$ cat config.mk
export PLATFORM = sky130hd
export DESIGN_NAME = acs_path_metric_unit
export DESIGN_NICKNAME = d
export VERILOG_FILES = /design/src/rtl/viterbi_pkg.sv /design/src/rtl/acs_cell.sv /design/src/rtl/acs_path_metric_unit.sv
export SDC_FILE = /design/constraint.sdc
export NUM_CORES = 1
export LEC_CHECK = 0
export CAP_MARGIN = 20
export CORE_MARGIN = 5
export CORE_UTILIZATION = 51
export CTS_CLUSTER_SIZE = 28
export DETAILED_ROUTE_END_ITERATION = 16
export PLACE_DENSITY = 0.8
export SLEW_MARGIN = 20
export SYNTH_ARGS = -nofsm -noshare
export SYNTH_HDL_FRONTEND = slang
export SYNTH_HIERARCHICAL = 1
export SYNTH_SLANG_ARGS = --single-unit
export TNS_END_PERCENT = 5
$ cat constraint.sdc
create_clock -name clk -period 4.65 [get_ports clk]
set_clock_uncertainty 0.2 [all_clocks]
set_input_delay 0.93 -clock clk [delete_from_list [all_inputs] [get_ports clk]]
set_output_delay 0.93 -clock clk [all_outputs]
set_load 0.005 [all_outputs]
$ cat src/rtl/viterbi_pkg.sv
// Shared trellis definitions for the 4-state K=3 (7,5) Viterbi decoder:
// encoder state transition, branch outputs and adder helpers.
package viterbi_pkg;

  localparam int NUM_STATES = 4;
  localparam int K = 3;
  localparam logic [K-1:0] G0 = 3'b111;
  localparam logic [K-1:0] G1 = 3'b101;

  typedef logic [K-2:0] state_t;
  typedef logic [1:0]   sym_t;

  function automatic state_t next_state(input state_t s, input logic u);
    return {u, s[1]};
  endfunction

  // {c0, c1} emitted when input u is shifted into state s
  function automatic sym_t branch_out(input state_t s, input logic u);
    logic [K-1:0] sr;
    sr = {u, s};
    return {^(sr & G0), ^(sr & G1)};
  endfunction

  function automatic logic [1:0] hamming(input sym_t a, input sym_t b);
    sym_t x;
    x = a ^ b;
    return {x[1] & x[0], x[1] ^ x[0]};
  endfunction

  // 2-bit ripple-carry slice: returns {cout, sum[1:0]}
  function automatic logic [2:0] rca2(input logic [1:0] a, input logic [1:0] b,
                                      input logic cin);
    logic c1;
    logic [2:0] r;
    c1   = (a[0] & b[0]) | (cin & (a[0] ^ b[0]));
    r[0] = a[0] ^ b[0] ^ cin;
    r[1] = a[1] ^ b[1] ^ c1;
    r[2] = (a[1] & b[1]) | (c1 & (a[1] ^ b[1]));
    return r;
  endfunction

endpackage

$ cat src/rtl/acs_cell.sv
// One add-compare-select cell: both candidate metrics for a single next
// state, built from chained 2-bit ripple slices, and the survivor choice.
module acs_cell
  import viterbi_pkg::*;
#(
  parameter int PM_W  = 4,
  parameter int STATE = 0
) (
  input  sym_t            rx_sym,
  input  logic [PM_W-1:0] pm_p0,
  input  logic [PM_W-1:0] pm_p1,
  output logic [PM_W-1:0] pm_new,
  output logic            dec
);

  localparam state_t N  = state_t'(STATE);
  localparam state_t P0 = {N[0], 1'b0};
  localparam state_t P1 = {N[0], 1'b1};
  localparam int NSL   = (PM_W + 1) / 2;
  localparam int EXT_W = 2 * NSL;

  function automatic logic [EXT_W:0] ripple_add(input logic [EXT_W-1:0] a,
                                                input logic [EXT_W-1:0] b);
    logic c;
    logic [2:0] sl;
    logic [EXT_W-1:0] s;
    c = 1'b0;
    s = '0;
    for (int i = 0; i < NSL; i++) begin
      sl = rca2(a[2*i +: 2], b[2*i +: 2], c);
      s[2*i +: 2] = sl[1:0];
      c = sl[2];
    end
    return {c, s};
  endfunction

  logic [1:0]       bm0, bm1;
  logic [EXT_W-1:0] sum0, sum1;
  logic [1:0]       carry_unused;
  logic [PM_W-1:0]  cand0, cand1;

  assign bm0 = hamming(rx_sym, branch_out(P0, N[1]));
  assign bm1 = hamming(rx_sym, branch_out(P1, N[1]));

  assign {carry_unused[0], sum0} = ripple_add(EXT_W'(pm_p0), EXT_W'(bm0));
  assign {carry_unused[1], sum1} = ripple_add(EXT_W'(pm_p1), EXT_W'(bm1));

  assign cand0 = sum0[PM_W-1:0];
  assign cand1 = sum1[PM_W-1:0];

  // strict compare: a tie keeps the even predecessor
  assign dec    = (cand1 < cand0);
  assign pm_new = dec ? cand1 : cand0;

endmodule

$ cat src/rtl/acs_path_metric_unit.sv
// ACS stage: four acs_cells, MSB normalisation, registered path metrics,
// survivor decisions and the index of the best metric.
module acs_path_metric_unit
  import viterbi_pkg::*;
#(
  parameter int PM_W    = 4,
  parameter int PM_INIT = 4
) (
  input  logic                       clk,
  input  logic                       rst,
  input  logic                       start,
  input  logic                       sym_valid,
  input  logic [1:0]                 rx_sym,
  output logic                       dec_valid,
  output logic [NUM_STATES-1:0]      dec,
  output logic [1:0]                 best_state,
  output logic [NUM_STATES*PM_W-1:0] pm_flat
);

  logic [PM_W-1:0]       pm_reg  [NUM_STATES];
  logic [PM_W-1:0]       pm_acs  [NUM_STATES];
  logic [PM_W-1:0]       pm_next [NUM_STATES];
  logic [NUM_STATES-1:0] dec_acs;
  logic [NUM_STATES-1:0] msb;
  logic                  norm;

  function automatic logic [PM_W-1:0] init_pm(input int idx);
    return (idx == 0) ? '0 : PM_W'(PM_INIT);
  endfunction

  genvar gi;
  generate
    for (gi = 0; gi < NUM_STATES; gi++) begin : g_state
      localparam int P0 = (gi % 2) * 2;
      acs_cell #(.PM_W(PM_W), .STATE(gi)) u_acs (
        .rx_sym (rx_sym),
        .pm_p0  (pm_reg[P0]),
        .pm_p1  (pm_reg[P0+1]),
        .pm_new (pm_acs[gi]),
        .dec    (dec_acs[gi])
      );
      assign msb[gi]     = pm_acs[gi][PM_W-1];
      assign pm_next[gi] = norm ? {1'b0, pm_acs[gi][PM_W-2:0]} : pm_acs[gi];
      assign pm_flat[gi*PM_W +: PM_W] = pm_reg[gi];
    end
  endgenerate

  // all metrics past half range: drop the common MSB to keep them bounded
  assign norm = &msb;

  always_ff @(posedge clk or posedge rst) begin
    if (rst) begin
      for (int i = 0; i < NUM_STATES; i++) pm_reg[i] <= init_pm(i);
      dec       <= '0;
      dec_valid <= 1'b0;
    end else if (start) begin
      for (int i = 0; i < NUM_STATES; i++) pm_reg[i] <= init_pm(i);
      dec_valid <= 1'b0;
    end else if (sym_valid) begin
      for (int i = 0; i < NUM_STATES; i++) pm_reg[i] <= pm_next[i];
      dec       <= dec_acs;
      dec_valid <= 1'b1;
    end else begin
      dec_valid <= 1'b0;
    end
  end

  always_comb begin
    logic [PM_W-1:0] best_pm;
    best_state = 2'd0;
    best_pm    = pm_reg[0];
    for (int i = 1; i < NUM_STATES; i++) begin
      if (pm_reg[i] < best_pm) begin
        best_pm    = pm_reg[i];
        best_state = 2'(i);
      end
    end
  end

endmodule

======== Word level (Yosys, flattened, before mapping) ========
Index checks and enable logic that the tools add are counted.
W data, S select, Z words.
word-level totals
  output and inout bits ................... 23
  word-level logic and storage cells ...... 125
  register bits after elaboration ......... 21
operators by class
  $lt $le $gt $ge ......................... 7
  reductions and logical operators ........ 3
  muxes and demuxes ....................... 17
  bitwise operators ....................... 92
operators by type and width
  operator            number
  $xor A1 B1 Y1       44
  $mux W4             10
  $and A1 B1 Y1       36
  $mux W16            2
  $lt A4 B4 Y1        7
  $or A1 B1 Y1        8
  $mux W2             2
  $reduce_and A4 Y1   1
  $mux W1             3
  $not A1 Y1          3
  $not A2 Y2          1
  $reduce_and A2 Y1   1
  $reduce_bool A2 Y1  1

======== Depth between registers and ports, before layout ========
  depth after elaboration ................. 13
  depth in mapped cells ................... 17
  mapped depth without buffers ............ 17

======== By module ========
Netlist, hierarchy kept.
by module, submodules not included
  module                           seq. area each (um^2)  area each (um^2)  cells an instance  instances
  acs_path_metric_unit             529.3                  1234.9            118                1
  acs_cell (g_state[1].u_acs ...)  0.0                    282.8             32                 2
  acs_cell (g_state[3].u_acs)      0.0                    314.1             32                 1
  acs_cell (g_state[0].u_acs)      0.0                    307.8             32                 1

======== Worst setup path after synthesis ========
OpenSTA, ideal clock, no wires.
  path type ............................... reg-to-output
  start ................................... register pm_reg (netlist bit pm_flat[6])
  end ..................................... output port best_state[0]
  required time ........................... 3.520 ns
  arrival ................................. 3.781 ns
  cell stages (with the launch flop) ...... 17
  path buffers ............................ 0
  setup slack ............................. -0.261 ns
  cells stage by stage .................... dfstp_2 ha_1 a21oi_1 o21bai_1 a21oi_1 mux2i_1 ha_1 o21ai_0 a21oi_1 nor2_1 a21o_1 mux2_4 ha_1 or4_1 nor4b_1 mux2i_1 o311ai_0
on the way
  longest elaborated chain between the ends .. 6
  elaborated cells on any way between the ends .. 8
  classes of those cells .................. 3 x order compare; 5 x mux
RTL lines
  what          line                        text
  from (decl)   acs_path_metric_unit.sv:20  logic [PM_W-1:0] pm_reg [NUM_STATES];
  $lt A4 B4 Y1  acs_path_metric_unit.sv:73  if (pm_reg[i] < best_pm) begin
  $mux W4       acs_path_metric_unit.sv:73
  $lt A4 B4 Y1  acs_path_metric_unit.sv:73
  $mux W4       acs_path_metric_unit.sv:73
  $lt A4 B4 Y1  acs_path_metric_unit.sv:73
  $mux W2 *     acs_path_metric_unit.sv:73
  to (decl)     acs_path_metric_unit.sv:16  output logic [1:0] best_state,
Mark *: on every way between the ends. The rest lies on a longest branch, timed or not.

======== Worst setup path in the final report ========
Same ends and word-level chain as after synthesis.

==> results.txt <==
status: complete, but fails checks
failing checks: negative setup slack
WHS: 319 ps
final worst setup slack: -597 ps
DP Wirelength: 4670 µm
post-synthesis cell type count: 39
largest net degree at the start of global routing: 22
dpl cell area: 2930 µm²
dominant synthesized flop cell: dfrtp_1
clock buffer depth: 2
final cell count without fillers: 351
maximum fanout along the worst path: 3
RR Endpoint: pm_flat[7]
Syn Area/Cell: 9.85 µm²
dpl cells: 342
hold depth: 1
Critical Path RT: 3520 ps
site row count: 25
Core Box Area: 4660 µm²
Achievable Freq: 191 MHz
unrepaired setup endpoints after global routing: true
Cells after Synth: 246
Crit path largest cell delay: 550 ps
Hold Crit Start: dec[1]
die height: 78.9 µm
clock slew seen by the registers of the worst setup and hold paths: 80 ps
diode count: 0
Clock Sinks: 21
Die Width: 78.9 µm
WP buf/inv: 1
Post-Syn Area: 2420 µm²
Post-synth EDFFs: 0
share of cells above drive strength 1: 20.5%
H-Tree Depth: 1
syn_nets: 307
Yosys warning count: 6
antenna violations before repair: 0
relative slew slack: 43.1%
CP cell instances: ha_4 > a21oi_4 > o21bai_2 > a21oi_2 > mux2i_1 > ha_1 > a21oi_2 > o21a_1 > a21o_1 > mux2_4 > ha_4 > or4_4 > nor4b_2 > mux2i_1 > o311ai_1 > buf_2
CTS tree: done
Placer Congestion: 0.850
crit path capture type: output port
grt ovf: 0
GR Util All Layers: 19.4%
die area: 6230 µm²
DRC: 0
Hold Path Class: reg -> reg
min Tclk post-route: 5250 ps
DR iter-0 viols: 76
Reg2Reg Depth: 11
Max-Cap Viols: 0
clock latency on the worst-skew pair: 260 ps
Hold Vio Cnt, Final: 0
fin crit share: 113%
Fin Setup TNS: -946 ps
CTS root buf: clkbuf_8
post-route cell area: 3030 µm²
flop-to-flop setup slack: 1420 ps
Layout area overhead: 24.9%
vias in the first global route: 2111
largest delay contributor family on the critical path: compound AO/OA/AOI/OAI gates
register area share after synthesis: 21.8%
Hold Buf Count CTS: 0
Inserted Clock Buffers: 3
asr flop ratio synth: 100%
Synth Register Bits: 21
Tightest Pin Transition: 851 ps
vias after detailed routing: 1923
r2r startpoint: pm_flat[8]
fin nets: 359
final wirelength: 5810 µm
startpoint type of the worst setup path: flip-flop
Setup violations, final: 2
Slew Limit Fails: 0
Starting Density: 52.0%
Max stage delay cell, worst path: dfstp_2
Arrival @ worst endpoint: 4120 ps
Worst Hold End: dec[1]
DR pass1 iterations: 4
routed vias/inst: 5.48
Setup Crit Path Kind: reg -> out
I/O Pins: 29
post-route antenna net violation count: 0
global-route wire length before repair: 9530 µm
Buffers on Ports: 28
WL per Instance: 16.5 µm
through the flow:
stage | util (%) | worst slack, ps
2_1_floorplan | - | -65.7
3_3_place_gp | 62.8 | -565
3_5_place_dp | 62.8 | -708
4_1_cts | 64.4 | -497
5_1_grt | 64.9 | -792
6_report | 64.9 | -597
layer usage:
layer / vias up / GRT usage (%) / share of wire [%]
met4: 0 / 8.08 / 3.6
met1: 906 / 23.2 / 41
met2: 70 / 34.6 / 50
li1: 927 / - / -
met5: - / 0 / 0
met3: 20 / 2.95 / 5.0
cell families after synthesis:
logic type / Yosys count / share of synthesized area (%)
buffers and inverters: 57 / 8.99
XOR/XNOR: 8 / 2.89
AO/OA/AOI/OAI: 37 / 12.8
AND/OR/NAND/NOR: 36 / 7.70
multiplexers: 32 / 14.9
adder cells (fa/ha/maj): 55 / 30.9
flip-flops: 21 / 21.8
timing repair:
item / CTS / global route
setup buffers: 2 / 3
pin swaps: 3 / 4
setup endpoints to repair: 2 / 2
resized for setup: 12 / 1
worst max-delay path by stage:
stage / slack [ps] / cells past startpoint / start / endpoint
final: -600 / 16 / pm_flat[6] / best_state[0]
after global routing: -790 / 16 / pm_flat[6] / best_state[0]
after CTS: -500 / 17 / pm_flat[6] / best_state[0]
after global placement: -570 / 17 / pm_flat[6] / best_state[0]
after floorplan: -70 / 16 / pm_flat[6] / best_state[0]
after detailed placement: -710 / 17 / pm_flat[6] / best_state[0]
layout by cell type, fill, tap and decap left out, drive strengths merged, types with 2 or more instances in the layout:
cell type,n
xor2,4
a22o,4
buf,25
o211ai,5
nand2,5
fa,8
o21a,2
dfstp,3
mux2,14
ha,47
mux2i,18
nor2,20
clkdlybuf4s50,26
xnor2,4
clkbuf,4
inv,53
nor3b,4
a21oi,9
o21bai,5
o21ai,3
dfrtp,18
a21o,5
cell type report:
class                      instances  area, µm²
clock buffer                       4       45.0
fill                             374       1630
inverter                          53        199
multi-input combinational        168       1740
sequential                        21        529
tap                               54       67.6
timing repair buffer              51        443
synth_stat cells (3+ instances only):
cell type	n	area [µm²]
mux2i_1	18	180
o211ai_1	3	22.5
ha_1	47	588
a22o_1	4	35.0
xor2_1	4	35.0
mux2_4	6	90.1
mux2_1	4	45.0
a21o_1	5	37.5
dfstp_2	3	78.8
nand2_1	5	18.8
xnor2_1	4	35.0
dfrtp_1	18	450
a21oi_1	9	45.0
nor2_1	20	75.1
fa_1	8	160
o21ai_0	3	15.0
mux2_2	4	45.0
inv_1	53	199
buf_2	3	15.0
sequential cells by signal, summed over array words and instances, names as in the netlist:
name	count
pm_flat	16
dec_valid	1
dec	4
Power is left out: the tool's default activity adds up to more than one toggle a clock period on the data nets, which glitch-free logic cannot reach.
